[config.mk]
export PLATFORM = sky130hd
export DESIGN_NAME = imm_arbiter
export DESIGN_NICKNAME = d
export VERILOG_FILES = /design/src/rtl/imm_arbiter.sv
export SDC_FILE = /design/constraint.sdc
export NUM_CORES = 1
export LEC_CHECK = 0
export CAP_MARGIN = 20
export CORE_ASPECT_RATIO = 0.5
export CORE_MARGIN = 5
export CORE_UTILIZATION = 35
export CTS_BUF_LIST = sky130_fd_sc_hd__clkbuf_8
export DETAILED_ROUTE_END_ITERATION = 10
export GPL_TIMING_DRIVEN = 1
export PLACE_DENSITY = 0.71
export SYNTH_ARGS = -nofsm -noshare
export SYNTH_HDL_FRONTEND = slang
export SYNTH_SLANG_ARGS = --single-unit
[constraint.sdc]
create_clock -name i_clk -period 4.11 [get_ports i_clk]
set_clock_uncertainty 0.15 [all_clocks]
set_input_delay 0.822 -clock i_clk [delete_from_list [all_inputs] [get_ports i_clk]]
set_output_delay 0.822 -clock i_clk [all_outputs]
set_load 0.01 [all_outputs]
[src/rtl/imm_arbiter.sv]
// imm_arbiter: two-port round-robin front end for a single RV32I immediate
// generator. A (decode) and B (branch lookahead) share one ImmGen; the
// granted request's immediate comes back through a one-entry registered
// response channel with a valid/ready handshake, source ID and tag.

// Combinational RV32I immediate extraction (I/S/B/U/J, sign-extended).
module imm_gen (
  input  logic [31:0] i_instr,
  output logic [31:0] o_imm
);

  typedef enum logic [2:0] {
    FMT_NONE,
    FMT_I,
    FMT_S,
    FMT_B,
    FMT_U,
    FMT_J
  } fmt_e;

  localparam logic [6:0] OP_LOAD   = 7'b0000011;
  localparam logic [6:0] OP_IMM    = 7'b0010011;
  localparam logic [6:0] OP_JALR   = 7'b1100111;
  localparam logic [6:0] OP_STORE  = 7'b0100011;
  localparam logic [6:0] OP_BRANCH = 7'b1100011;
  localparam logic [6:0] OP_LUI    = 7'b0110111;
  localparam logic [6:0] OP_AUIPC  = 7'b0010111;
  localparam logic [6:0] OP_JAL    = 7'b1101111;

  fmt_e        w_fmt;
  logic [6:0]  w_opcode;
  logic        w_sign;

  assign w_opcode = i_instr[6:0];
  assign w_sign   = i_instr[31];

  // Classify the opcode into an immediate format; anything else has no immediate.
  always_comb begin
    w_fmt = FMT_NONE;
    case (w_opcode)
      OP_LOAD, OP_IMM, OP_JALR: w_fmt = FMT_I;
      OP_STORE:                 w_fmt = FMT_S;
      OP_BRANCH:                w_fmt = FMT_B;
      OP_LUI, OP_AUIPC:         w_fmt = FMT_U;
      OP_JAL:                   w_fmt = FMT_J;
      default:                  w_fmt = FMT_NONE;
    endcase
  end

  // Assemble the scattered immediate bits for the selected format.
  always_comb begin
    o_imm = 32'h0;
    case (w_fmt)
      FMT_I: o_imm = {{20{w_sign}}, i_instr[31:20]};
      FMT_S: o_imm = {{20{w_sign}}, i_instr[31:25], i_instr[11:7]};
      FMT_B: o_imm = {{19{w_sign}}, i_instr[31], i_instr[7],
                      i_instr[30:25], i_instr[11:8], 1'b0};
      FMT_U: o_imm = {i_instr[31:12], 12'h000};
      FMT_J: o_imm = {{11{w_sign}}, i_instr[31], i_instr[19:12],
                      i_instr[20], i_instr[30:21], 1'b0};
      default: o_imm = 32'h0;
    endcase
  end

endmodule

// Round-robin arbiter with one-entry registered response.
module imm_arbiter #(
  parameter int unsigned TAG_W   = 2,
  parameter int unsigned RR_INIT = 0
) (
  input  logic             i_clk,
  input  logic             i_rstn,
  input  logic             i_a_valid,
  output logic             o_a_ready,
  input  logic [31:0]      i_a_instr,
  input  logic [TAG_W-1:0] i_a_tag,
  input  logic             i_b_valid,
  output logic             o_b_ready,
  input  logic [31:0]      i_b_instr,
  input  logic [TAG_W-1:0] i_b_tag,
  input  logic             i_flush,
  output logic             o_rsp_valid,
  input  logic             i_rsp_ready,
  output logic             o_rsp_src,
  output logic [31:0]      o_rsp_imm,
  output logic [TAG_W-1:0] o_rsp_tag
);

  localparam logic PRIO_INIT = (RR_INIT != 0);

  // Priority pointer: 0 = A wins a tie, 1 = B wins a tie.
  logic             r_prio;
  logic             r_rsp_valid;
  logic             r_rsp_src;
  logic [31:0]      r_rsp_imm;
  logic [TAG_W-1:0] r_rsp_tag;

  logic             w_can_accept;
  logic             w_grant_a;
  logic             w_grant_b;
  logic             w_accept;
  logic [31:0]      w_sel_instr;
  logic [TAG_W-1:0] w_sel_tag;
  logic [31:0]      w_imm;

  // Readies are held low during reset so nothing is handshaken while the
  // response register is being cleared.
  assign w_can_accept = i_rstn && !i_flush && (!r_rsp_valid || i_rsp_ready);

  // Grant depends only on valids and the pointer, never on readies.
  assign w_grant_a = i_a_valid && (!i_b_valid || !r_prio);
  assign w_grant_b = i_b_valid && (!i_a_valid ||  r_prio);

  assign o_a_ready = w_grant_a && w_can_accept;
  assign o_b_ready = w_grant_b && w_can_accept;
  assign w_accept  = o_a_ready || o_b_ready;

  assign w_sel_instr = w_grant_b ? i_b_instr : i_a_instr;
  assign w_sel_tag   = w_grant_b ? i_b_tag   : i_a_tag;

  imm_gen u_imm_gen (
    .i_instr (w_sel_instr),
    .o_imm   (w_imm)
  );

  // Response register and pointer: flush beats accept, accept beats consume.
  always_ff @(posedge i_clk or negedge i_rstn) begin
    if (!i_rstn) begin
      r_prio      <= PRIO_INIT;
      r_rsp_valid <= 1'b0;
      r_rsp_src   <= 1'b0;
      r_rsp_imm   <= 32'h0;
      r_rsp_tag   <= '0;
    end else if (i_flush) begin
      r_rsp_valid <= 1'b0;
    end else if (w_accept) begin
      r_rsp_valid <= 1'b1;
      r_rsp_src   <= w_grant_b;
      r_rsp_imm   <= w_imm;
      r_rsp_tag   <= w_sel_tag;
      r_prio      <= !w_grant_b;
    end else if (i_rsp_ready) begin
      r_rsp_valid <= 1'b0;
    end
  end

  assign o_rsp_valid = r_rsp_valid;
  assign o_rsp_src   = r_rsp_src;
  assign o_rsp_imm   = r_rsp_imm;
  assign o_rsp_tag   = r_rsp_tag;

endmodule
Word-level counts from Yosys, hierarchy flattened
Index checks and enable logic that the tools add are counted.
{ "word_totals": {"ff_bits": 37, "in_bits": 74, "output_inout_bits": 38, "word_cells": 46} }
{ "classes": {"eq_ne": 13, "mux": 7, "n_bitwise": 1, "reduce_logical": 20} }
{ "op_table": {"columns": ["operator", "n"], "rows": [
  ["case mux 32 bit (5 select lines)", 1],
  ["2-to-1 mux 32 bit", 1],
  ["== test 7 bit, second input constant", 3],
  ["case mux 3 bit (5 select lines)", 1],
  ["== test 7 x 5 -> 1 bit, second input constant", 2],
  ["== test 7 x 6 -> 1 bit, second input constant", 2],
  ["== test 7 x 2 -> 1 bit, second input constant", 1],
  ["== test 3 x 2 -> 1 bit, second input constant", 2],
  ["== test 3 bit, second input constant", 2],
  ["logical AND 1 bit", 6],
  ["logical NOT 1 bit", 6],
  ["logical OR 1 bit", 4],
  ["== test 3 x 1 -> 1 bit, second input constant", 1],
  ["2-to-1 mux 1 bit", 3],
  ["nonzero test 3 bit", 1],
  ["OR reduction 3 bit", 1],
  ["2-to-1 mux 2 bit", 1],
  ["AND reduction 2 bit", 1],
  ["OR reduction 2 bit", 1],
  ["inverter 1 bit", 1]
]} }

Depth between registers and ports, before layout
Gate-level depths: netlist of the first run.
{ "depth": {"word_depth": 9, "ltp_mapped": 8} }

By module
From an unflattened synthesis of the first run, not the netlist that was laid out.
{ "hier_totals": {"hier_cells": 224, "area_unflattened_um2": 2479.9} }
{ "modules_own_cells": {"columns": ["module", "n_inst", "cells_per_inst", "area_per_inst_um2", "seq_area_each_um2"], "rows": [
  ["imm_arbiter", 1, 133, 1873.0, 925.9],
  ["imm_gen", 1, 91, 606.8, 0.0]
]} }

Worst setup path after synthesis of the first run
Ideal clock, no wire load.
{ "synth_path": {"path_type": "input to output", "startpoint": "input i_a_valid", "endpoint": "output o_a_ready", "arrival_time_ns": 1.531, "setup_slack_ns": 1.607, "cell_stages": 5, "path_cell_list": "inv_2 o21a_1 buf_4 buf_2 nor2_1"} }
{ "synth_via": {"elab_chain_cells": 2} }
{ "synth_rtl": {"columns": ["item", "line_no", "source"], "rows": [
  ["from (decl)", "74", "input logic i_a_valid,"],
  ["logical AND 1 bit", "112", "assign w_grant_a = i_a_valid && (!i_b_valid || !r_prio);"],
  ["logical AND 1 bit", "115", "assign o_a_ready = w_grant_a && w_can_accept;"],
  ["to (decl)", "75", "output logic o_a_ready,"]
]} }
No other way between the ends.

Final worst setup path of the first run
{ "layout_path": {"startpoint": "input i_rsp_ready", "endpoint": "output o_a_ready"} }
{ "layout_via": {"elab_chain_cells": 3} }
{ "layout_rtl": {"columns": ["item", "line_no", "source"], "rows": [
  ["from (decl)", "84", "input logic i_rsp_ready,"],
  ["logical OR 1 bit", "109", "assign w_can_accept = i_rstn && !i_flush && (!r_rsp_valid || i_rsp_ready);"],
  ["logical AND 1 bit", "109", null],
  ["logical AND 1 bit", "115", null]
]} }
No other way between the ends.

==> results.cfg, run 1 <==
[status]
status = finished, final reports clean

[drt]
drtPass1Iterations = 5
dr.first_iter.drc_count = 164
route.detailed.drc = 0
via_per_inst = 5.330
dr_total_vias = 2276
antenna_left = 0
wl_per_cell_um = 17.12
wirelength_um = 7309

[cts]
clock_path_buffers = 2
cts_tree = done
cts-root-buf = clkbuf_8
holdBufCountCts = 0
worstSkewPairLatency_ns = 0.29
post_cts_resized = 0
cts-buffers-inserted = 5
clock-sinks = 37
cts.reportedPaths.clkPinSlew_ns = 0.09
cts_max_level = 2
postCtsSetupRepairBufs = 0

[critical_path]
rrSetupSlack_ns = 1.62
arrival_ns = 2.44
endpoint_kind = output port
worstPathMaxFanout = 4
worstPathRequired_ns = 3.14
start_kind = input pin
r2r-start = r_prio
crit_start = i_rsp_ready
critical_path_class = in2out

[finish]
antenna_cells = 0
final_nets = 412
syn2layout_area_growth_pct = 59.55
layout.cells.non_filler = 427
drive_above_1_share_pct = 7.965
finish.utilization_pct = 57.62

[floorplanning]
die_y_um = 65.90
fp.dieW_um = 121.8
rows = 20
fp.coreArea_um2 = 6056
start_util_pct = 36.12
boundaryPins = 112
die_area_um2 = 8026

[yosys]
synth-xor-area-share_pct = 0
ys_ff_latch = 37
synth_fa_ha_area_share_pct = 0
syn-num-nets = 299
ys_async_sr_fraction_pct = 100.0
synth_ff_type = dfrtp_1
synth_top_family_by_area = compound AO/OA/AOI/OAI gates
synth_area_um2 = 2187
synth_edf_count = 0
syn_inst = 225
synthSimpleGateAreaFrac_pct = 15.73
ys_types = 41
yosys_warnings = 0
synthMuxAreaShare_pct = 14.47
yosysSeqAreaShare_pct = 42.33
synth.avg_cell_area_um2 = 9.720
synth_compound_area_share_pct = 24.49

[global_route]
grt_antenna_before_repair = 0
grt_overflow = 0
grt_pass1_wl_um = 11630
track_usage_pct = 18.32
grt_max_degree = 35
first_global_vias = 2343

[sta]
final-hold-violation-count = 0
rsz0062_at_grt = no
setup_slack_ns = 0.7000
worstMarginPinSlew_ns = 0.6375
tns_ns = 0
fin_crit_sh_pct = 82.97
setup_violations = 0
max_freq_ghz = 0.2933
slew_headroom_pct = 57.34
period_minus_slack_ns = 3.410
final_max_slew_viol_count = 0

[place]
place_congestion = 0.9010
pre_cts_ws_ns = 0.6710
portBuffers = 111
placedCellCount = 419
post-dp-hpwl_um = 5813

[power]
p_leak_nw = 1.429
ir_drop_mv = 0.1525
power.total_mw = 0.9969
cellPowerDensity_nw_per_um2 = 285.7

[run]
maxCapViolations = 0

[hold_path]
holdCritPathClass = in2async
final timing paths:
path                                 end  cells after the start
setup / recovery               o_a_ready                      6
hold / removal               o_rsp_valid                      1
setup reg to reg           o_rsp_imm[11]                      6
hold reg to reg            o_rsp_imm[10]                      2
max in group asynchronous  o_rsp_imm[11]                      2
min in group i_clk         o_rsp_imm[10]                      2
cell usage after synthesis (all sizes together), types with 3 or more instances:
master,count,area (um^2)
mux2i,29,294.0
a31oi,4,25.02
o22a,7,61.31
clkbuf,5,18.77
o311ai,6,52.55
inv,3,11.26
nor2,16,60.06
a22o,10,87.58
o221ai,4,35.03
nand2,31,116.4
nand2b,4,25.02
dfrtp,37,925.9
nand3,5,25.02
buf,6,35.03
o21ai,24,131.4
o21a,5,37.54
nor3,3,15.01
a21oi,3,15.01
layout make-up:
| cell class | count | area, um^2 |
|---|---|---|
| flip-flops and latches | 37 | 925.9 |
| clock inverters | 3 | 21.27 |
| inverters | 3 | 11.26 |
| repair buffers | 117 | 1151 |
| well taps | 88 | 110.1 |
| multi-input cells | 174 | 1201 |
| clock buffers | 5 | 68.82 |
| fillers | 571 | 2566 |
report_power, final:
group | internal, mW | total [mW] | switching (mW)
clock network | 0.121 | 0.267 | 0.147
logic | 0.177 | 0.310 | 0.133
registers | 0.397 | 0.420 | 0.0224
cells in the final DEF (no fill, tap or decap), types with 5 or more instances in the layout:
master and count:
a22o_1 10, buf_4 6, clkbuf_8 5, clkdlybuf4s50_1 110
dfrtp_1 37, mux2i_1 28, nand2_1 31, nand3_1 5
nor2_1 16, o21ai_0 12, o21ai_1 10, o22a_1 7
o311ai_0 6
routing by layer:
| metal | part of all wire [%] | up-vias | global-route usage [%] | wire (um) |
|---|---|---|---|---|
| li1 | - | 1070 | - | - |
| met1 | 45 | 1118 | 24.62 | 3293 |
| met2 | 48 | 86 | 30.22 | 3524 |
| met3 | 6.4 | 2 | 4.872 | 466 |
| met4 | 0.34 | 0 | 3.073 | 25 |
| met5 | 0 | - | 0 | 0 |
worst max-delay path, stage by stage:
cell	delay [ns]
clkdlybuf4s50_1	0.45
nand2b_1	0.12
and3b_1	0.26
nand2_1	0.09
nor2_1	0.13
clkdlybuf4s50_1	0.56
kinds of logic after synthesis:
kind of cell / after synthesis
and+or+nand+nor: 72
AOI/OAI and AO/OA: 71
DFF: 37
muxes: 31
buffers and inverters: 14
sequential cells by signal, summed over array words and instances (netlist names):
signal and cells:
o_rsp_imm 32, o_rsp_src 1, o_rsp_tag 2, o_rsp_valid 1
r_prio 1
per-stage QoR:
step	hold slack [ns]	area [um^2]
floorplan	0.3662	2187
global placement	0.3152	3400
detailed placement	0.3201	3400
CTS	0.1932	3490
global route	0.1936	3490
finish	0.2043	3490
(Power assumes the default switching activity.)
==> run 2, diff against run 1 <==
- clock period: 4.11 -> 3.6 ns (I/O delays scaled with it)
==> run 2 against run 1 <==
  * Sequential share of layout area fell by 0.057 points
  * Combinational power up 15%
  * Global-route usage grew 0.78 points
  * Flip-flop and latch count stayed put
  * Setup slack got worse by 0.30 ns
  * Core utilization up 0.12 points
  * Clock power is 13% higher
  * Register-to-register slack worse by 0.24 ns
  * Hold slack gained 0.14 ns
  * Clock-buffer cell count did not move
  * Critical endpoint unchanged
  * Largest power group unchanged
==> results.cfg, run 2 (same netlist as run 1, synthesis figures left out) <==
[sta]
max_freq_ghz = 0.3121
setup_slack_ns = 0.3962
setup_violations = 0
final-hold-violation-count = 0
fin_crit_sh_pct = 88.99
period_minus_slack_ns = 3.204
rsz0062_at_grt = no
slew_headroom_pct = 53.26
worstMarginPinSlew_ns = 0.7010
tns_ns = 0
final_max_slew_viol_count = 0

[status]
status = finished, final reports clean

[place]
portBuffers = 111
post_dp_cell_area_um2 = 3407
placedCellCount = 420
post-dp-hpwl_um = 6093
place_congestion = 0.9075
pre_cts_ws_ns = 0.4088

[drt]
drtPass1Iterations = 4
wl_per_cell_um = 17.68
met1_length_um = 3236
met2_length_um = 3685
antenna_left = 0
dr.first_iter.drc_count = 164
route.detailed.drc = 0
via_per_inst = 5.257
top_layer_used = met4
dr_total_vias = 2250
wl_met3_um = 543
wirelength_um = 7567

[power]
p_leak_nw = 1.434
cellPowerDensity_nw_per_um2 = 325.0
ir_drop_mv = 0.1668

[cts]
worstSkewPairLatency_ns = 0.29
cts-buffers-inserted = 5
post_cts_resized = 0
cts.reportedPaths.clkPinSlew_ns = 0.08
cts_tree = done
cts-root-buf = clkbuf_8
clock_path_buffers = 2
holdBufCountCts = 0
cts_max_level = 2
postCtsSetupRepairBufs = 0
clock-sinks = 37

[finish]
antenna_cells = 0
largest_reg_flops = 32
drive_above_1_share_pct = 8.235
layout.cells.non_filler = 428
syn2layout_area_growth_pct = 59.90
final_nets = 413
layout_common_cells = 110 x clkdlybuf4s50_1, 37 x dfrtp_1, 31 x nand2_1
final_area_um2 = 3497
final.fill_count = 553
layout_commonest_cell = clkdlybuf4s50_1

[critical_path]
slowest_stage = clkdlybuf4s50_1
max_stage_delay_ns = 0.57
r2r-start = r_prio
r2r-end = o_rsp_imm[11]
worst-path-buf-inv = 2
endpoint_kind = output port
arrival_ns = 2.33
reg2reg_depth = 6
rrSetupSlack_ns = 1.38
worstPathRequired_ns = 2.73
critical_path_class = in2out
cp_top_family = buffers and inverters
crit_top_cell = clkdlybuf4s50_1
start_kind = input pin
worstPathMaxFanout = 4
path_cells = clkdlybuf4s50_1 > nand2b_1 > and3b_1 > nand2_1 > nor2_1 > clkdlybuf4s50_1

[run]
maxCapViolations = 0

[global_route]
grt_pass1_wl_um = 12060
track_usage_pct = 19.10
grt_antenna_before_repair = 0
grt_overflow = 0
grt_max_degree = 38
first_global_vias = 2338

[hold_path]
worstHoldPathCells = 2
holdCritPathClass = reg2reg
hold_start = o_rsp_imm[10]
min_to = o_rsp_imm[10]

[floorplanning]
fp.coreArea_um2 = 6056
die_area_um2 = 8026
start_util_pct = 36.12
die_y_um = 65.90
boundaryPins = 112
fp.dieW_um = 121.8
rows = 20
[run 2: cell types whose count changed in the layout (fill, tap and decap cells not counted)]
cell	delta
buf_4	+1
[run 2: power by group]
group          switching (mW)  total, mW  internal [mW]
clock network           0.163      0.301          0.137
registers              0.0245      0.478          0.454
logic                   0.154      0.358          0.203
total                   0.342       1.14          0.795
[run 2: cell type report]
| type | count | area [um^2] | area share, % |
|---|---|---|---|
| Clock buffer | 5 | 68.82 | 1.968 |
| Clock inverter | 3 | 21.27 | 0.6082 |
| Inverter | 3 | 11.26 | 0.3220 |
| Multi-Input combinational cell | 174 | 1201 | 34.35 |
| Sequential cell | 37 | 925.9 | 26.48 |
| Tap cell | 88 | 110.1 | 3.148 |
| Timing Repair Buffer | 118 | 1159 | 33.13 |
[run 2: worst max-delay path by stage]
stage / start / to / depth (start not counted)
after floorplan: i_a_valid / o_a_ready / 5
after global placement: i_rsp_ready / o_a_ready / 6
after detailed placement: i_rsp_ready / o_a_ready / 6
after CTS: i_rsp_ready / o_a_ready / 6
after global routing: i_rsp_ready / o_a_ready / 6
final: i_rsp_ready / o_a_ready / 6
[run 2: per-stage QoR]
stage	power, mW	utilization [%]	hold WS, ns
final	1.137	57.75	0.3403
after global routing	1.193	57.75	0.3503
after CTS	1.148	57.75	0.3427
after detailed placement	0.8456	56.26	0.3227
after global placement	0.8358	56.26	0.3158
after floorplan	0.6354	-	0.2744
[run 2: worst register-to-register path: cells and delay by family, from the launching register on]
kind / cells / cell delay, ns
mux: 1 / 0.38
buf+inv: 1 / 0.25
flops: 1 / 0.43
compound gates: 4 / 0.93
[run 2: layer usage]
layer	GRT usage, %	up-vias
met5	0	-
met2	32.62	86
met4	4.749	0
li1	-	1071
met1	24.20	1084
met3	5.128	9
==> run 3, diff against run 2 <==
- CORE_MARGIN: 5 -> 1
==> run 3 against run 2 <==
  * Sequential share of layout area grew 0.095 points
  * Fmax shrank 0.18%
  * Setup slack lost 0.0057 ns
  * Non-clock buffer count shrank 1
  * Design area shrank 0.36%
  * Routed wire length shrank 8.6%
  * Flip-flop and latch count is the same
  * Clock-buffer cell count is the same
  * Global-route usage grew 3.2 points
  * Combinational power shrank 2%
  * Via count shrank 0.13%
  * Critical path type unchanged
  * Highest routed layer unchanged
==> results.cfg, run 3 (same netlist as run 1, synthesis figures left out) <==
[floorplanning]
rows = 19
die_area_um2 = 6588
start_util_pct = 38.02
boundaryPins = 112
die_y_um = 57.90
fp.coreArea_um2 = 5753
fp.dieW_um = 113.8

[sta]
slew_headroom_pct = 49.96
period_minus_slack_ns = 3.209
max_freq_ghz = 0.3116
tns_ns = 0
setup_violations = 0
final-hold-violation-count = 0
worstMarginPinSlew_ns = 0.7505
rsz0062_at_grt = no
final_max_slew_viol_count = 0
fin_crit_sh_pct = 89.15

[finish]
antenna_cells = 0
layout.cells.non_filler = 423
syn2layout_area_growth_pct = 59.32
drive_above_1_share_pct = 7.965
layout_commonest_cell = clkdlybuf4s50_1
layout_common_cells = 110 x clkdlybuf4s50_1, 37 x dfrtp_1, 31 x nand2_1
final.fill_count = 511
largest_reg_flops = 32
final_nets = 412

[place]
place_congestion = 0.8780
placedCellCount = 415
portBuffers = 111
post-dp-hpwl_um = 5352

[critical_path]
crit_start = i_a_valid
arrival_ns = 2.34
rrSetupSlack_ns = 1.39
start_kind = input pin
r2r-start = r_prio
critical_path_class = in2out
r2r-end = o_rsp_imm[22]
endpoint_kind = output port
worstPathMaxFanout = 12
worstPathRequired_ns = 2.73
reg2reg_depth = 5
cp-endpoint = o_a_ready

[cts]
cts_max_level = 2
cts-buffers-inserted = 5
cts-root-buf = clkbuf_8
clock-sinks = 37
cts_tree = done
worstSkewPairLatency_ns = 0.30
holdBufCountCts = 0
postCtsSetupRepairBufs = 0
cts.reportedPaths.clkPinSlew_ns = 0.08
post_cts_resized = 0
clock_path_buffers = 2

[run]
maxCapViolations = 0

[global_route]
first_global_vias = 2174
grt_antenna_before_repair = 0
grt_pass1_wl_um = 11280
track_usage_pct = 22.29
grt_overflow = 0
grt_max_degree = 36

[drt]
drtPass1Iterations = 4
dr_total_vias = 2247
wirelength_um = 6918
route.detailed.drc = 0
wl_per_cell_um = 16.35
antenna_left = 0
dr.first_iter.drc_count = 112
via_per_inst = 5.312

[hold_path]
holdCritPathClass = in2async

[power]
ir_drop_mv = 0.2143
power.total_mw = 1.131
cellPowerDensity_nw_per_um2 = 324.7
p_leak_nw = 1.429

[status]
status = finished, final reports clean
==> run 3: worst min-delay path by stage <==
| stage | to | slack (ns) | depth (start not counted) |
|---|---|---|---|
| 2_1_floorplan | o_rsp_imm[0] | 0.27 | 0 |
| 3_3_place_gp | o_rsp_src | 0.32 | 1 |
| 3_5_place_dp | o_rsp_src | 0.32 | 1 |
| 4_1_cts | o_rsp_src | 0.05 | 1 |
| 5_1_grt | o_rsp_src | 0.04 | 1 |
| 6_report | o_rsp_valid | 0.06 | 1 |
==> run 3: worst max-delay path: stages <==
cell,delay (ns)
clkdlybuf4s50_1,0.58
inv_2,0.08
o21a_2,0.30
nor2_1,0.13
clkdlybuf4s50_1,0.54
==> run 3: power by group <==
| part | leakage (nW) | switching, mW | internal (mW) | total, mW |
|---|---|---|---|---|
| combinational | 0.903 | 0.150 | 0.202 | 0.352 |
| sequential | 0.481 | 0.0246 | 0.454 | 0.478 |
| clock | 0.0445 | 0.164 | 0.137 | 0.301 |
| total | 1.43 | 0.338 | 0.793 | 1.13 |
==> run 3: routing by layer <==
| layer | up-vias | share of wire [%] | global-route usage (%) |
|---|---|---|---|
| met5 | - | 0 | 0 |
| met4 | 0 | 0.61 | 6.122 |
| met3 | 6 | 6.2 | 4.184 |
| met2 | 93 | 46 | 36.67 |
| met1 | 1074 | 47 | 30.60 |
| li1 | 1074 | - | - |
==> run 3: cell type report <==
| class | instances | area [um^2] | area share (%) |
|---|---|---|---|
| Clock buffer | 5 | 68.82 | 1.975 |
| Clock inverter | 3 | 21.27 | 0.6104 |
| Inverter | 3 | 11.26 | 0.3232 |
| Multi-Input combinational cell | 174 | 1201 | 34.47 |
| Sequential cell | 37 | 925.9 | 26.57 |
| Tap cell | 84 | 105.1 | 3.016 |
| Timing Repair Buffer | 117 | 1151 | 33.03 |
==> run 3: through the flow <==
step	cell area (um^2)	worst slack (ns)	hold WS (ns)	util [%]
CTS	3485	0.3819	0.04683	60.57
detailed placement	3395	0.3886	0.3228	59.00
finish	3485	0.3905	0.05607	60.57
floorplan	2187	1.301	0.2744	-
global placement	3395	0.4124	0.3155	59.00
global route	3485	0.3164	0.03722	60.57
